## config.mk

```make
export PLATFORM = sky130hd
export DESIGN_NAME = uart_report_tx
export DESIGN_NICKNAME = d
export VERILOG_FILES = /design/src/rtl/uart_report_tx.sv
export SDC_FILE = /design/constraint.sdc
export NUM_CORES = 1
export LEC_CHECK = 0
export ABC_AREA = 1
export CORE_AREA = 2 2 122 124
export CTS_CLUSTER_SIZE = 14
export DETAILED_ROUTE_END_ITERATION = 10
export DIE_AREA = 0 0 124 126
export PLACE_DENSITY = 0.8
export SKIP_CTS_REPAIR_TIMING = 1
export SYNTH_ARGS = -nofsm -noshare
export SYNTH_HDL_FRONTEND = slang
export SYNTH_SLANG_ARGS = --single-unit
```

## constraint.sdc

```tcl
create_clock -name high_clk -period 2.9 [get_ports high_clk]
set_input_delay 0.58 -clock high_clk [delete_from_list [all_inputs] [get_ports high_clk]]
set_output_delay 0.58 -clock high_clk [all_outputs]
set_load 0.01 [all_outputs]
```

## src/rtl/uart_report_tx.sv

```systemverilog
// UART transmitter with byte FIFO and optional 32-bit hex-dump formatter.
// Define UART_HEX_EN to build the formatter (word port); otherwise it is tied off.
`timescale 1ns/1ps
module uart_report_tx #(
    parameter int unsigned CLK_FREQ   = 48_000_000,
    parameter int unsigned BAUD_RATE  = 115_200,
    parameter int unsigned FIFO_DEPTH = 16,
    parameter int unsigned STOP_BITS  = 1
) (
    input  logic                          high_clk,
    input  logic                          rst,
    input  logic                          byte_valid,
    input  logic [7:0]                    byte_data,
    output logic                          byte_ready,
    input  logic                          word_valid,
    input  logic [31:0]                   word_data,
    output logic                          word_ready,
    output logic                          tx,
    output logic                          busy,
    output logic [$clog2(FIFO_DEPTH):0]   fifo_level
);

    localparam int unsigned DIV = CLK_FREQ / BAUD_RATE;
    localparam int unsigned CW  = (DIV > 1) ? $clog2(DIV) : 1;
    localparam int unsigned AW  = $clog2(FIFO_DEPTH);
    localparam logic [CW-1:0] DIV_LAST  = CW'(DIV - 1);
    localparam logic [AW:0]   DEPTH_LVL = (AW + 1)'(FIFO_DEPTH);
    localparam logic          TWO_STOP  = (STOP_BITS == 2);

    localparam logic [1:0] S_IDLE  = 2'd0;
    localparam logic [1:0] S_START = 2'd1;
    localparam logic [1:0] S_DATA  = 2'd2;
    localparam logic [1:0] S_STOP  = 2'd3;

    logic [7:0]    mem [FIFO_DEPTH];
    logic [AW-1:0] wr_ptr;
    logic [AW-1:0] rd_ptr;
    logic [AW:0]   level;
    logic          full;
    logic          empty;
    logic          push_en;
    logic [7:0]    push_data;
    logic          pop_en;
    logic          fmt_busy;

    logic [1:0]    state;
    logic [CW-1:0] baud_cnt;
    logic [2:0]    bit_idx;
    logic          stop_idx;
    logic [7:0]    shreg;
    logic          tx_q;
    logic          bit_end;
    logic          last_stop;

    assign full      = (level == DEPTH_LVL);
    assign empty     = (level == '0);
    assign bit_end   = (baud_cnt == DIV_LAST);
    assign last_stop = !TWO_STOP || stop_idx;
    assign pop_en    = !empty && ((state == S_IDLE) ||
                                  (state == S_STOP && bit_end && last_stop));

    always_ff @(posedge high_clk) begin
        if (push_en) begin
            mem[wr_ptr] <= push_data;
        end
    end

    always_ff @(posedge high_clk) begin
        if (rst) begin
            wr_ptr <= '0;
            rd_ptr <= '0;
            level  <= '0;
        end else begin
            if (push_en) begin
                wr_ptr <= wr_ptr + 1'b1;
            end
            if (pop_en) begin
                rd_ptr <= rd_ptr + 1'b1;
            end
            case ({push_en, pop_en})
                2'b10:   level <= level + 1'b1;
                2'b01:   level <= level - 1'b1;
                default: level <= level;
            endcase
        end
    end

    // tx is registered from the current state, so the line trails the FSM by
    // one cycle; every bit still spans exactly DIV cycles.
    always_ff @(posedge high_clk) begin
        if (rst) begin
            state    <= S_IDLE;
            baud_cnt <= '0;
            bit_idx  <= '0;
            stop_idx <= 1'b0;
            shreg    <= '0;
            tx_q     <= 1'b1;
        end else begin
            case (state)
                S_START: tx_q <= 1'b0;
                S_DATA:  tx_q <= shreg[0];
                default: tx_q <= 1'b1;
            endcase

            if (state == S_IDLE || bit_end) begin
                baud_cnt <= '0;
            end else begin
                baud_cnt <= baud_cnt + 1'b1;
            end

            case (state)
                S_IDLE: begin
                    if (pop_en) begin
                        shreg <= mem[rd_ptr];
                        state <= S_START;
                    end
                end
                S_START: begin
                    if (bit_end) begin
                        bit_idx <= '0;
                        state   <= S_DATA;
                    end
                end
                S_DATA: begin
                    if (bit_end) begin
                        shreg <= shreg >> 1;
                        if (bit_idx == 3'd7) begin
                            stop_idx <= 1'b0;
                            state    <= S_STOP;
                        end else begin
                            bit_idx <= bit_idx + 1'b1;
                        end
                    end
                end
                default: begin
                    if (bit_end) begin
                        if (!last_stop) begin
                            stop_idx <= 1'b1;
                        end else if (pop_en) begin
                            shreg <= mem[rd_ptr];
                            state <= S_START;
                        end else begin
                            state <= S_IDLE;
                        end
                    end
                end
            endcase
        end
    end

`ifdef UART_HEX_EN
    logic        fmt_active;
    logic [31:0] fmt_word;
    logic [3:0]  fmt_idx;
    logic        fmt_push;
    logic [7:0]  fmt_char;
    logic [3:0]  nib;

    assign word_ready = !fmt_active && !rst;
    assign byte_ready = !full && !fmt_active && !word_valid && !rst;
    assign fmt_push   = fmt_active && !full;
    assign push_en    = fmt_push || (byte_valid && byte_ready);
    assign push_data  = fmt_push ? fmt_char : byte_data;
    assign fmt_busy   = fmt_active;
    assign nib        = fmt_word[31:28];

    always_comb begin
        fmt_char = 8'h0A;
        if (fmt_idx == 4'd8) begin
            fmt_char = 8'h0D;
        end else if (fmt_idx < 4'd8) begin
            fmt_char = (nib < 4'd10) ? {4'h3, nib} : 8'h37 + {4'h0, nib};
        end
    end

    always_ff @(posedge high_clk) begin
        if (rst) begin
            fmt_active <= 1'b0;
            fmt_word   <= '0;
            fmt_idx    <= '0;
        end else if (word_valid && word_ready) begin
            fmt_active <= 1'b1;
            fmt_word   <= word_data;
            fmt_idx    <= '0;
        end else if (fmt_push) begin
            fmt_word <= fmt_word << 4;
            fmt_idx  <= fmt_idx + 1'b1;
            if (fmt_idx == 4'd9) begin
                fmt_active <= 1'b0;
            end
        end
    end
`else
    logic unused_word;

    assign unused_word = ^{word_valid, word_data};
    assign word_ready  = 1'b0;
    assign byte_ready  = !full && !rst;
    assign push_en     = byte_valid && byte_ready;
    assign push_data   = byte_data;
    assign fmt_busy    = 1'b0;
`endif

    assign tx         = tx_q | rst;
    assign busy       = !rst && (!empty || state != S_IDLE || fmt_busy);
    assign fifo_level = rst ? '0 : level;

endmodule

```

-- Word-level counts from Yosys, hierarchy flattened
Memory sizes are Yosys's and may differ from the RTL's. A register that Yosys moved wholly into a read port is not among the register bits.
Cells that the tools add are included.
- register bits after elaboration: 36
- latch bits: 0
- RAM bits: 128
- ROM bits: 0
- bits of input ports: 44
- output and inout bits: 9
- word-level logic and storage cells: 73
- memories kept: 1
- add/sub/neg operators: 6
- $mul: 0
- div/mod/pow operators: 0
- magnitude comparators: 0
- equal/unequal tests: 13
- shift operators: 0
- mux-type cells: 22
- bitwise gates (word level): 2
- reductions and logical operators: 21
- memory list (memory ; depth ; width ; rd ports ; clocked after Yosys merged registers in ; write ports ; line ; source):
    mem ; 16 ; 8 ; 1 ; 1 ; 1 ; 35 ; logic [7:0] mem [FIFO_DEPTH];
- operator list (operator ; count):
    8-bit two-way mux ; 3
    8-bit case mux with 3 select lines ; 1
    2-bit two-way mux ; 5
    2-bit inequality test, second input constant ; 5
    5-bit case mux with 2 select lines ; 1
    9-bit by 1-bit adder with 9-bit output, second input constant ; 1
    9-bit equality test, second input constant ; 1
    3-bit two-way mux ; 3
    4-bit by 1-bit adder with 4-bit output, second input constant ; 2
    4-bit two-way mux ; 2
    2-bit nonzero test ; 4
    2-bit equality test, second input constant ; 3
    2-bit case mux with 3 select lines ; 1
    3-bit case mux with 2 select lines ; 1
    5-bit by 1-bit adder with 5-bit output, second input constant ; 1
    5-bit equality test, second input constant ; 1
    1-bit logical AND ; 5
    5-bit zero test ; 1
    5-bit two-way mux ; 1
    5-bit AND reduction ; 1
    5-bit by 1-bit subtractor with 5-bit output, second input constant ; 1
    2-bit by 1-bit equality test with 1-bit output, second input constant ; 2
    4-bit AND reduction ; 1
    3-bit by 1-bit adder with 3-bit output, second input constant ; 1
    other kinds (10) ; 16

-- Depth between registers and ports, before layout
- depth in word-level cells: 7
- mapped depth: 18
- depth with buffers taken out: 18

-- Least setup slack after synthesis
OpenSTA, ideal clock, no wires.
- path type: flip-flop to flip-flop
- start point: reg state[0]
- end point: reg level[2]
- library setup time: 115 ps
- arrival: 2109 ps
- required time: 2785 ps
- setup slack: 675 ps
- cell stages (with the launch flop): 17
- path buffers: 0
- period minus slack after synthesis: 2225 ps
- cell sequence: dfxtp_1 -> inv_1 -> ha_1 -> inv_1 -> nand2_1 -> nand2_1 -> inv_2 -> nand2_4 -> clkinv_4 -> ha_1 -> xor2_1 -> ha_1 -> inv_1 -> nand2_1 -> xor2_1 -> o21ai_0 -> inv_1
- word-level cells in the longest chain between the ends: 6
- elaborated cells on any way between the ends: 9
- classes of those cells: eq/ne: 3; mux: 1; reduce/logical: 5
- ends and longest elaborated chain (what ; line ; source):
    from (decl) ; 46 ; logic [1:0] state;
    from (signal assigned) ; 92 ; state <= S_IDLE;
    from (signal assigned) ; 115 ; state <= S_START;
    from (signal assigned) ; 121 ; state <= S_DATA;
    2-bit equality test ; 60 ; (state == S_STOP && bit_end && last_stop));
    1-bit logical AND ; 60 ;
    1-bit logical OR (*) ; 59 ; assign pop_en = !empty && ((state == S_IDLE) ||
    1-bit logical AND (*) ; 59 ;
    via pop_en ; 43 ; logic pop_en;
    2-bit by 1-bit equality test with 1-bit output or 2-bit equality test (tied branches) ; 80 ; case ({push_en, pop_en})
    5-bit case mux with 2 select lines or 2-bit nonzero test (tied branches) ; -- ;
    to (signal assigned) ; 81 ; 2'b10: level <= level + 1'b1;
    to (signal assigned) ; 82 ; 2'b01: level <= level - 1'b1;
    to (signal assigned) ; 83 ; default: level <= level;
    to (decl) ; 38 ; logic [AW:0] level;
Mark *: on every way through the listed nets, which the timed path passes. The rest lies on a longest branch.
A chain may end at the register's enable or synchronous reset.

-- Worst setup path in the final report
- start point: reg state[0]
- end point: out busy
- word-level cells in the longest chain between the ends: 3
- ends and longest elaborated chain (what ; line ; source):
    2-bit nonzero test ; 205 ; assign busy = !rst && (!empty || state != S_IDLE || fmt_busy);
    1-bit logical OR ; 205 ;
    1-bit logical AND ; 205 ;
    to (decl) ; 19 ; output logic busy,
Every way passes these cells.

==> summary.txt <==
Initial antenna violation count = 0
RSZ-0062 raised after global routing = no
Fin crit share = 90.8%
DP HPWL = 9960 µm
Top cell type's share of synthesized area = 54.8%
Synthesis warning total = 0
Die area = 15,600 µm²
Mean Syn Cell Area = 11.2 µm²
Iter 0 DRT Violations = 673
Commonest non-fill, non-tap cell in the layout = edfxtp_1
Crit path max fanout = 5
Worst min path class = register to register
Crit. End Element = output port
Vias in the first global route = 4,912
Avg WL per Cell = 18.5 µm
Hold WS = 0.447 ns
Mapped cell area = 7020 µm²
CTS Buffer Depth = 2
Routed Antenna Nets = 0
Final setup violation count = 0
Layout Utilization = 56.9%
Drt drc = 0
Core Rows = 44
Status = completed
Post-synthesis async set-or-reset flop share = 0%
Gpl congestion = 0.875
Yosys reg bits = 168
Clk_skew = 0.0112 ns
Critical path arrival = 2.05 ns
PD cells = 868 nW/µm²
CP required = 2.32 ns
TritonRoute pass-1 iters = 8
All-layer global routing usage = 21.6%
Floorplan core area = 14,300 µm²
Max Cap Viol = 0
Largest net degree at the start of global routing = 46
Area Growth Syn to Fin = 16.0%
Ratio of cells with drive above 1 in the final layout = 10.2%
Diode count = 0
Vias post-DR = 4,995
Synth Flop Type = edfxtp_1
Root Buffer Master = clkbuf_16
Worst setup path class = register to output port
Leak = 2.90 nW
Die Y-Extent = 126 µm
Nets = 720
Syn Nets = 687
Slew headroom = 51.9%
Chip width = 124 µm
Synth area leaders = edfxtp_1, dfxtp_1, nor2_1, o21ai_0, o221ai_1
Vias/cell = 5.81
Initial Util = 49.0%
Count of cell types in the netlist = 34
Fin Setup TNS = 0 ns
Startpoint type of the worst setup path = register
Post-synth EDFFs = 128
Cell taking the most area after synthesis = edfxtp_1
Clock Latency Late Sink = 0.44 ns
Grt total ovfl = 0
Tmin final = 2.63 ns
Cts bufs inserted = 17
Boundary Pins = 53
CTS tree = built
Post-Synthesis Cells = 629
Reg clk slew, reported paths = 0.06 ns
Placed insts = 827
Worst IR Drop VDD = 0.000531 V
IO Port Bufs = 18
DRT Wirelength = 15,900 µm
Non-filler cells in the finished layout = 859
Seq/Total Area, Yosys = 66.2%
Final Max Tran Viols = 0
# clock sinks = 168
Htree depth = 4
Worst Max-Slew Pin Slew = 0.719 ns
Fmax = 380 MHz
First-pass GRT wire length = 25,100 µm
Commonest non-fill, non-tap cells in the layout = edfxtp_1, nor2_1, o21ai_0
Hold Vio Cnt, Final = 0
[cell usage after synthesis, types with 4 or more instances]
master,count
nand4_1,4
xor2_1,4
nand3_1,32
a21oi_1,32
edfxtp_1,128
o221ai_1,32
clkbuf_1,17
a211oi_1,4
o21ai_0,83
nor2_1,112
buf_2,11
inv_1,37
inv_2,4
dfxtp_1,40
nand2_1,48
ha_1,14
[final cells by class]
| class | count | area (µm²) |
|---|---|---|
| clock buffers | 20 | 437 |
| clock inverters | 12 | 196 |
| fillers | 1122 | 6180 |
| inverters | 42 | 163 |
| multi-input cells | 388 | 2070 |
| flip-flops and latches | 168 | 4650 |
| well taps | 184 | 230 |
| repair buffers | 45 | 395 |
[flip-flops by register name, indices dropped and copies added (netlist names), named ones only]
signal    cells
shreg         8
wr_ptr        4
bit_idx       3
state         2
mem         128
level         5
baud_cnt      9
tx_q          1
rd_ptr        4
[power by group]
part           internal [mW]  total, mW  switching (mW)
combinational          0.585       1.83            1.24
clock                   1.52       2.42           0.897
sequential              2.72       2.81          0.0918
[worst max-delay path: stages, from the launching register on]
cell,delay [ns]
dfxtp_1,0.40
inv_1,0.09
ha_1,0.20
inv_1,0.18
nor2_1,0.10
nor2_1,0.10
clkdlybuf4s50_1,0.54
[per-stage QoR]
step	instance area (µm²)	setup WS (ns)	power, mW
2_1_floorplan	7020	0.675	4.10
3_3_place_gp	7500	0.343	4.53
3_5_place_dp	7500	0.258	4.64
4_1_cts	8140	0.254	7.06
5_1_grt	8140	0.0552	7.40
6_report	8140	0.266	7.06
[worst paths after layout]
path | startpoint | endpoint | slack [ns] | cells after the start
setup / recovery | state[0]$_SDFFE_PP0P_ | busy | 0.27 | 6
hold / removal | baud_cnt[0]$_SDFF_PP0_ | baud_cnt[0]$_SDFF_PP0_ | 0.45 | 1
setup reg to reg | state[0]$_SDFFE_PP0P_ | level[4]$_SDFFE_PP0P_ | 0.33 | 18
hold reg to reg | baud_cnt[0]$_SDFF_PP0_ | baud_cnt[0]$_SDFF_PP0_ | 0.45 | 1
[kinds of logic (layout without fill, tap and decap cells)]
family                     after synthesis  in the layout  synth area share [%]
AOI/OAI and AO/OA                      158            158                  13.5
buffers and inverters                   73            119                  4.30
and+or+nand+nor                        208            208                  12.6
other                                    1              1                0.0534
DFF                                    168            168                  66.2
xor gates and xnor gates                 7              7                 0.874
adders and majority gates               14             14                  2.50
[per-layer routing]
| layer | vias to the layer above | part of all wire (%) | GRT usage, % |
|---|---|---|---|
| met2 | 242 | 50 | 34.6 |
| met5 | - | 0 | 0 |
| li1 | 2318 | - | - |
| met4 | 0 | 3.3 | 11.0 |
| met1 | 2388 | 38 | 26.9 |
| met3 | 47 | 8.6 | 5.53 |
(Power assumes the default switching activity.)
